### src/rtl/fetch_unit_if.sv
// fetch_unit_if
//
// Bundles everything the fetch stage exchanges with the outside world
// except clock and reset: the instruction-memory read port, the redirect
// input from execute, and the valid/ready instruction stream to decode.
//
// Ports (as seen by the fetch unit through the master modport):
//   imem_req        out  read request this cycle
//   imem_addr       out  read address (the fetch PC)
//   imem_rdata      in   read data, valid the cycle after a request
//   redirect_valid  in   flush and restart fetch at redirect_pc
//   redirect_pc     in   new fetch PC
//   out_valid       out  FIFO head holds a valid instruction
//   out_ready       in   decode accepts the head this cycle
//   out_instr       out  head instruction
//   out_pc          out  PC of the head instruction
//   fifo_count      out  current FIFO occupancy
//
// The slave modport is the mirror image, used by whatever drives the
// memory, redirect and decode side.

interface fetch_unit_if #(
    parameter int PC_W    = 8,
    parameter int INSTR_W = 16,
    parameter int DEPTH   = 4
);

    localparam int CNT_W = $clog2(DEPTH) + 1;

    logic               imem_req;
    logic [PC_W-1:0]    imem_addr;
    logic [INSTR_W-1:0] imem_rdata;

    logic               redirect_valid;
    logic [PC_W-1:0]    redirect_pc;

    logic               out_valid;
    logic               out_ready;
    logic [INSTR_W-1:0] out_instr;
    logic [PC_W-1:0]    out_pc;
    logic [CNT_W-1:0]   fifo_count;

    modport master (
        output imem_req,
        output imem_addr,
        input  imem_rdata,
        input  redirect_valid,
        input  redirect_pc,
        output out_valid,
        input  out_ready,
        output out_instr,
        output out_pc,
        output fifo_count
    );

    modport slave (
        input  imem_req,
        input  imem_addr,
        output imem_rdata,
        output redirect_valid,
        output redirect_pc,
        input  out_valid,
        output out_ready,
        input  out_instr,
        input  out_pc,
        input  fifo_count
    );

endinterface

### src/rtl/fetch_unit.sv
// fetch_unit
//
// Instruction fetch stage. Owns the fetch PC, issues reads to a
// synchronous 1-cycle-latency instruction memory, and buffers each
// returned instruction together with its PC in a small prefetch FIFO
// that feeds decode over a valid/ready handshake. A redirect flushes the
// FIFO and any in-flight read and restarts fetch at a new PC.
//
// Ports:
//   clk  in  clock, all state updates on the rising edge
//   rst  in  asynchronous active-high reset
//   bus  fetch_unit_if.master: memory read port, redirect input,
//        decode-side valid/ready stream and FIFO occupancy
//
// Parameters:
//   PC_W     fetch PC / memory address width
//   INSTR_W  instruction width
//   DEPTH    prefetch FIFO entries (power of 2, at least 4)

module fetch_unit #(
    parameter int PC_W    = 8,
    parameter int INSTR_W = 16,
    parameter int DEPTH   = 4
) (
    input  logic          clk,
    input  logic          rst,
    fetch_unit_if.master  bus
);

    localparam int PTR_W = $clog2(DEPTH);
    localparam int CNT_W = $clog2(DEPTH) + 1;

    // Architectural state
    logic [PC_W-1:0]    fpc_q, fpc_d;
    logic               inflight_q, inflight_d;
    logic [PC_W-1:0]    inflight_pc_q, inflight_pc_d;
    logic [PTR_W-1:0]   wr_ptr_q, wr_ptr_d;
    logic [PTR_W-1:0]   rd_ptr_q, rd_ptr_d;
    logic [CNT_W-1:0]   count_q, count_d;
    logic [INSTR_W-1:0] instr_mem_q [DEPTH];
    logic [INSTR_W-1:0] instr_mem_d [DEPTH];
    logic [PC_W-1:0]    pc_mem_q    [DEPTH];
    logic [PC_W-1:0]    pc_mem_d    [DEPTH];

    // Per-cycle control
    logic               req;
    logic               push;
    logic               pop;
    logic               head_valid;
    logic [CNT_W:0]     credits_used;

    // Credit check: a slot is reserved for every buffered entry and for
    // the read already in flight, so a new request is only issued when
    // its response is guaranteed a place in the FIFO. This is what makes
    // overflow impossible without any response-side stalling.
    always_comb begin
        credits_used = {1'b0, count_q} + {{CNT_W{1'b0}}, inflight_q};
        req          = !rst && !bus.redirect_valid
                       && (credits_used < (CNT_W + 1)'(DEPTH));
        head_valid   = (count_q != '0);
        push         = inflight_q && !bus.redirect_valid;
        pop          = head_valid && bus.out_ready;
    end

    // Next-state logic. A redirect overrides everything: the FIFO is
    // emptied, any response arriving this cycle is dropped, and fetch
    // restarts at the redirect target. A pop in the same cycle still
    // completes its handshake on the decode side, but the flush leaves
    // the FIFO empty regardless.
    always_comb begin
        fpc_d         = fpc_q;
        inflight_d    = req;
        inflight_pc_d = inflight_pc_q;
        wr_ptr_d      = wr_ptr_q;
        rd_ptr_d      = rd_ptr_q;
        count_d       = count_q;
        instr_mem_d   = instr_mem_q;
        pc_mem_d      = pc_mem_q;

        if (bus.redirect_valid) begin
            fpc_d      = bus.redirect_pc;
            inflight_d = 1'b0;
            wr_ptr_d   = '0;
            rd_ptr_d   = '0;
            count_d    = '0;
        end else begin
            if (req) begin
                fpc_d         = fpc_q + 1'b1;
                inflight_pc_d = fpc_q;
            end
            if (push) begin
                instr_mem_d[wr_ptr_q] = bus.imem_rdata;
                pc_mem_d[wr_ptr_q]    = inflight_pc_q;
                wr_ptr_d              = wr_ptr_q + 1'b1;
            end
            if (pop) begin
                rd_ptr_d = rd_ptr_q + 1'b1;
            end
            count_d = count_q + CNT_W'(push) - CNT_W'(pop);
        end
    end

    // State register. Reset is asynchronous so that asserting it in the
    // middle of operation clears the outputs without waiting for a clock
    // edge; the FIFO storage is cleared too so the head reads as zero.
    always_ff @(posedge clk or posedge rst) begin
        if (rst) begin
            fpc_q         <= '0;
            inflight_q    <= 1'b0;
            inflight_pc_q <= '0;
            wr_ptr_q      <= '0;
            rd_ptr_q      <= '0;
            count_q       <= '0;
            for (int i = 0; i < DEPTH; i++) begin
                instr_mem_q[i] <= '0;
                pc_mem_q[i]    <= '0;
            end
        end else begin
            fpc_q         <= fpc_d;
            inflight_q    <= inflight_d;
            inflight_pc_q <= inflight_pc_d;
            wr_ptr_q      <= wr_ptr_d;
            rd_ptr_q      <= rd_ptr_d;
            count_q       <= count_d;
            instr_mem_q   <= instr_mem_d;
            pc_mem_q      <= pc_mem_d;
        end
    end

    // Outputs. The decode side only ever sees registered FIFO contents;
    // there is deliberately no bypass path from imem_rdata. The head is
    // masked while the FIFO is empty so stale entries left behind by a
    // flush or a drain never appear on the bus.
    always_comb begin
        bus.imem_req   = req;
        bus.imem_addr  = fpc_q;
        bus.out_valid  = head_valid;
        bus.out_instr  = head_valid ? instr_mem_q[rd_ptr_q] : '0;
        bus.out_pc     = head_valid ? pc_mem_q[rd_ptr_q] : '0;
        bus.fifo_count = count_q;
    end

    // The credit check should make a push into a full FIFO unreachable;
    // flag it in simulation if that reasoning is ever broken.
    no_overflow: assert property (
        @(posedge clk) disable iff (rst)
        !(push && (count_q == CNT_W'(DEPTH)))
    );

endmodule
### src/flat_wrapper.sv
// flat-port wrapper written by rule: the top's interface ports become plain ports
module fetch_unit_flat 
#(
    parameter int PC_W    = 8,
    parameter int INSTR_W = 16,
    parameter int DEPTH   = 4
)
  (clk, rst, bus_imem_req, bus_imem_addr, bus_imem_rdata, bus_redirect_valid, bus_redirect_pc, bus_out_valid, bus_out_ready, bus_out_instr, bus_out_pc, bus_fifo_count);
  fetch_unit_if #(.PC_W(PC_W), .INSTR_W(INSTR_W), .DEPTH(DEPTH)) bus_i ();
  input  logic clk;
  input  logic rst;
  output wire logic [$bits(bus_i.imem_req)-1:0] bus_imem_req;
  output wire logic [$bits(bus_i.imem_addr)-1:0] bus_imem_addr;
  input wire logic [$bits(bus_i.imem_rdata)-1:0] bus_imem_rdata;
  input wire logic [$bits(bus_i.redirect_valid)-1:0] bus_redirect_valid;
  input wire logic [$bits(bus_i.redirect_pc)-1:0] bus_redirect_pc;
  output wire logic [$bits(bus_i.out_valid)-1:0] bus_out_valid;
  input wire logic [$bits(bus_i.out_ready)-1:0] bus_out_ready;
  output wire logic [$bits(bus_i.out_instr)-1:0] bus_out_instr;
  output wire logic [$bits(bus_i.out_pc)-1:0] bus_out_pc;
  output wire logic [$bits(bus_i.fifo_count)-1:0] bus_fifo_count;
  assign bus_imem_req = bus_i.imem_req;
  assign bus_imem_addr = bus_i.imem_addr;
  assign bus_i.imem_rdata = bus_imem_rdata;
  assign bus_i.redirect_valid = bus_redirect_valid;
  assign bus_i.redirect_pc = bus_redirect_pc;
  assign bus_out_valid = bus_i.out_valid;
  assign bus_i.out_ready = bus_out_ready;
  assign bus_out_instr = bus_i.out_instr;
  assign bus_out_pc = bus_i.out_pc;
  assign bus_fifo_count = bus_i.fifo_count;
  fetch_unit #(.PC_W(PC_W), .INSTR_W(INSTR_W), .DEPTH(DEPTH)) u_core (.clk(clk), .rst(rst), .bus(bus_i));
endmodule
### config.mk
export PLATFORM = sky130hd
export DESIGN_NAME = fetch_unit_flat
export DESIGN_NICKNAME = d
export VERILOG_FILES = /design/src/rtl/fetch_unit_if.sv /design/src/rtl/fetch_unit.sv /design/src/flat_wrapper.sv
export SDC_FILE = /design/constraint.sdc
export NUM_CORES = 1
export LEC_CHECK = 0
export BUFFER_PORTS_ARGS = -buffer_cell sky130_fd_sc_hd__buf_2
export CORE_ASPECT_RATIO = 0.75
export CORE_MARGIN = 10
export CORE_UTILIZATION = 45
export DETAILED_ROUTE_END_ITERATION = 10
export GPL_ROUTABILITY_DRIVEN = 0
export HOLD_SLACK_MARGIN = 0.15
export PLACE_DENSITY_LB_ADDON = 0.12
export SLEW_MARGIN = 20
export SYNTH_ARGS = -nofsm -noshare
export SYNTH_HDL_FRONTEND = slang
export SYNTH_SLANG_ARGS = --single-unit
### constraint.sdc
create_clock -name clk -period 5.2 [get_ports clk]
set_input_delay 0.78 -clock clk [delete_from_list [all_inputs] [get_ports clk]]
set_output_delay 0.78 -clock clk [all_outputs]
set_load 0.01 [all_outputs]
==> impl_metrics.tcl <==
set metrics [dict create \
    hold_viol_final 0 \
    drv_slew 0 \
    worstPathRequired_ns 4.42 \
    post_cts_buffers 0 \
    grt_remaining_overflow 0 \
    syn_area_sq_um 5550 \
    core_area_sq_um 12170 \
    wl_mm 11.20 \
    start_kind "flip-flop" \
    synth_edf_count 0 \
    drive_above_1_share_pct 28.17 \
    synth.avg_cell_area_sq_um 14.20 \
    cts-htree-levels 4 \
    min_period_ns 3.217 \
    slew_headroom_pct 35.28 \
    cts_tree "done" \
    power.leakage_nw 3.188 \
    worstPathArrival_ns 2.44 \
    hpwl_mm 6.963 \
    fin_area_sq_um 6560 \
    track_usage_pct 14.03 \
    max_freq_mhz 310.8 \
    wl_per_cell_um 17.75 \
    synth_flop_cell "dfrtp_1" \
    drcViolationCount 0 \
    dp.cells 599 \
    path_clk_slew_ns 0.06 \
    insertion_delay_ns 0.41 \
    synth_cells 391 \
    crit_chain "buf_4 -> mux4_2 -> and2_1 -> buf_2" \
    cts_root_buf "clkbuf_16" \
    finalCritPeriodShare_pct 61.87 \
    max-clock-path-buffers 2 \
    placed_area_sq_um 5971 \
    cts_sinks 120 \
    grt_pass1_wl_mm 18.96 \
    seq_area_frac_synth_pct 54.10 \
    diodes 0 \
    synthTopCellsByArea "dfrtp_1 (54%), mux2_1 (19%), mux4_2 (9.7%)" \
    viasPerCell 5.301 \
    fp-row-count 35 \
    antenna_found_initial 0 \
    status "finished, final reports clean" \
    worstMarginPinSlew_ns 0.9707 \
    slowest_stage "dfrtp_1" \
    layout_commonest_cell "dfrtp_1" \
    hold_path_class "flip-flop to flip-flop" \
    p_per_area_nw_per_um2 544.4 \
    die_y_um 116.2 \
    nNetsFinal 489 \
    rsz0062_at_grt "false" \
    grt_pass1_vias 3615 \
    synth_seq_cells 120 \
    start_util_pct 45.59 \
    final_antenna_net_count 0 \
    synth.top_cell.area_share_pct 54.10 \
    die_width_um 148.2 \
    end_kind "primary output" \
    hold_buffers 0 \
    num_io_pins 65 \
    via_count 3345 \
    path_delay_family "flip-flops" \
    final_cell_mix "dfrtp_1 (119), mux2_1 (96), buf_2 (64)" \
    max_stage_delay_ns 0.75 \
    area_delta_synth_final_pct 18.19 \
    num-fill-cells 1053 \
    drv_cap 0 \
    synth_nets 428 \
    peakVddDrop_mv 0.2667 \
    holdWs_ns 0.4820 \
    setup_viol 0 \
    cts_made_buffers 17 \
    grt_max_degree 67 \
    firstDrtPassIters 4 \
    dr.first_iter.drc_count 156 \
    critPathKind "flip-flop to primary output" \
    worstPathMaxFanout 14 \
    port_buffers 64 \
    tns_ns 0 \
    cts_resized 0 \
    stdcell_count 631 \
    fin_skew_ns 0.007848 \
    cp_num_buf_inv 2 \
    die-area_sq_um 17220 \
    yosys_warnings 0 \
    async_reset_ff_share_pct 100.0 \
    ys_types 36 \
    synth_top_area_cell "dfrtp_1" \
]
==> synthesized netlist by cell type (all sizes together) (5+ instances only) <==
| cell | count |
|---|---|
| dfrtp | 120 |
| or3 | 5 |
| buf | 19 |
| nand3b | 5 |
| nand3 | 7 |
| ha | 8 |
| nor2 | 6 |
| mux4 | 24 |
| and2 | 25 |
| nand2 | 33 |
| inv | 8 |
| clkbuf | 5 |
| mux2 | 96 |
==> path summary, 6_finish.rpt <==
path,from,end,slack (ns),cells after the start
max,u_core.rd_ptr_q[1]$_DFFE_PP0P_,bus_out_pc[3],1.98,4
min,u_core.pc_mem_q[15]$_DFFE_PP0P_,u_core.pc_mem_q[15]$_DFFE_PP0P_,0.48,1
max reg2reg,u_core.bus.fifo_count[2]$_DFF_PP0_,u_core.bus.fifo_count[2]$_DFF_PP0_,2.38,9
min reg2reg,u_core.pc_mem_q[15]$_DFFE_PP0P_,u_core.pc_mem_q[15]$_DFFE_PP0P_,0.48,1
max in group asynchronous,rst,u_core.instr_mem_q[52]$_DFFE_PP0P_,3.46,3
min in group asynchronous,rst,u_core.bus.fifo_count[2]$_DFF_PP0_,0.54,2
==> registers in the layout, indices dropped and copies added (netlist names) <==
signal / cells
u_core.instr_mem_q: 64
u_core.pc_mem_q: 32
u_core.bus.imem_addr: 8
u_core.inflight_pc_q: 8
u_core.bus.fifo_count: 3
u_core.rd_ptr_q: 2
u_core.wr_ptr_q: 2
u_core.inflight_q: 1
==> cell families (layout without fill, tap and decap cells) <==
kind of cell	Yosys count	count (layout)	synth area share (%)
buffers and inverters	32	106	2.818
and+or+nand+nor	92	92	8.927
AOI/OAI and AO/OA	11	11	1.623
DFF	120	120	54.10
adders and majority gates	9	9	2.164
muxes	122	122	29.58
xor gates and xnor gates	5	5	0.7890
==> routing by layer <==
metal	global-route usage (%)	part of all wire [%]	vias to the layer above
li1	-	-	1523
met1	16.97	44	1772
met2	23.43	51	40
met3	5.149	4.2	10
met4	3.557	0.80	0
met5	0	0	-
==> layout make-up <==
cell class                      instances  area (sq um)  area share, %
Clock inverter                         14         150.1          2.289
Tap cell                              166         207.7          3.166
Multi-Input combinational cell        239          2391          36.45
Sequential cell                       120          3004          45.79
Inverter                                8         32.53         0.4959
Clock buffer                           18         439.2          6.695
Timing Repair Buffer                   66         335.3          5.112
==> power breakdown <==
part,switching (W),internal [W],total [W]
Sequential,0.000229,0.00121,0.00144
Clock,0.000434,0.000719,0.00115
Combinational,0.000431,0.000549,0.000980
Total,0.00109,0.00248,0.00357
==> stage by stage <==
step / utilization [%] / total power, W / setup WS (ns)
floorplan: - / 0.002110 / 1.234
global placement: 49.04 / 0.002429 / 2.069
detailed placement: 49.04 / 0.002466 / 2.009
CTS: 53.88 / 0.003636 / 1.937
global route: 53.88 / 0.003816 / 1.848
finish: 53.88 / 0.003571 / 1.983
No activity file was read; power rests on OpenSTA's default activity.
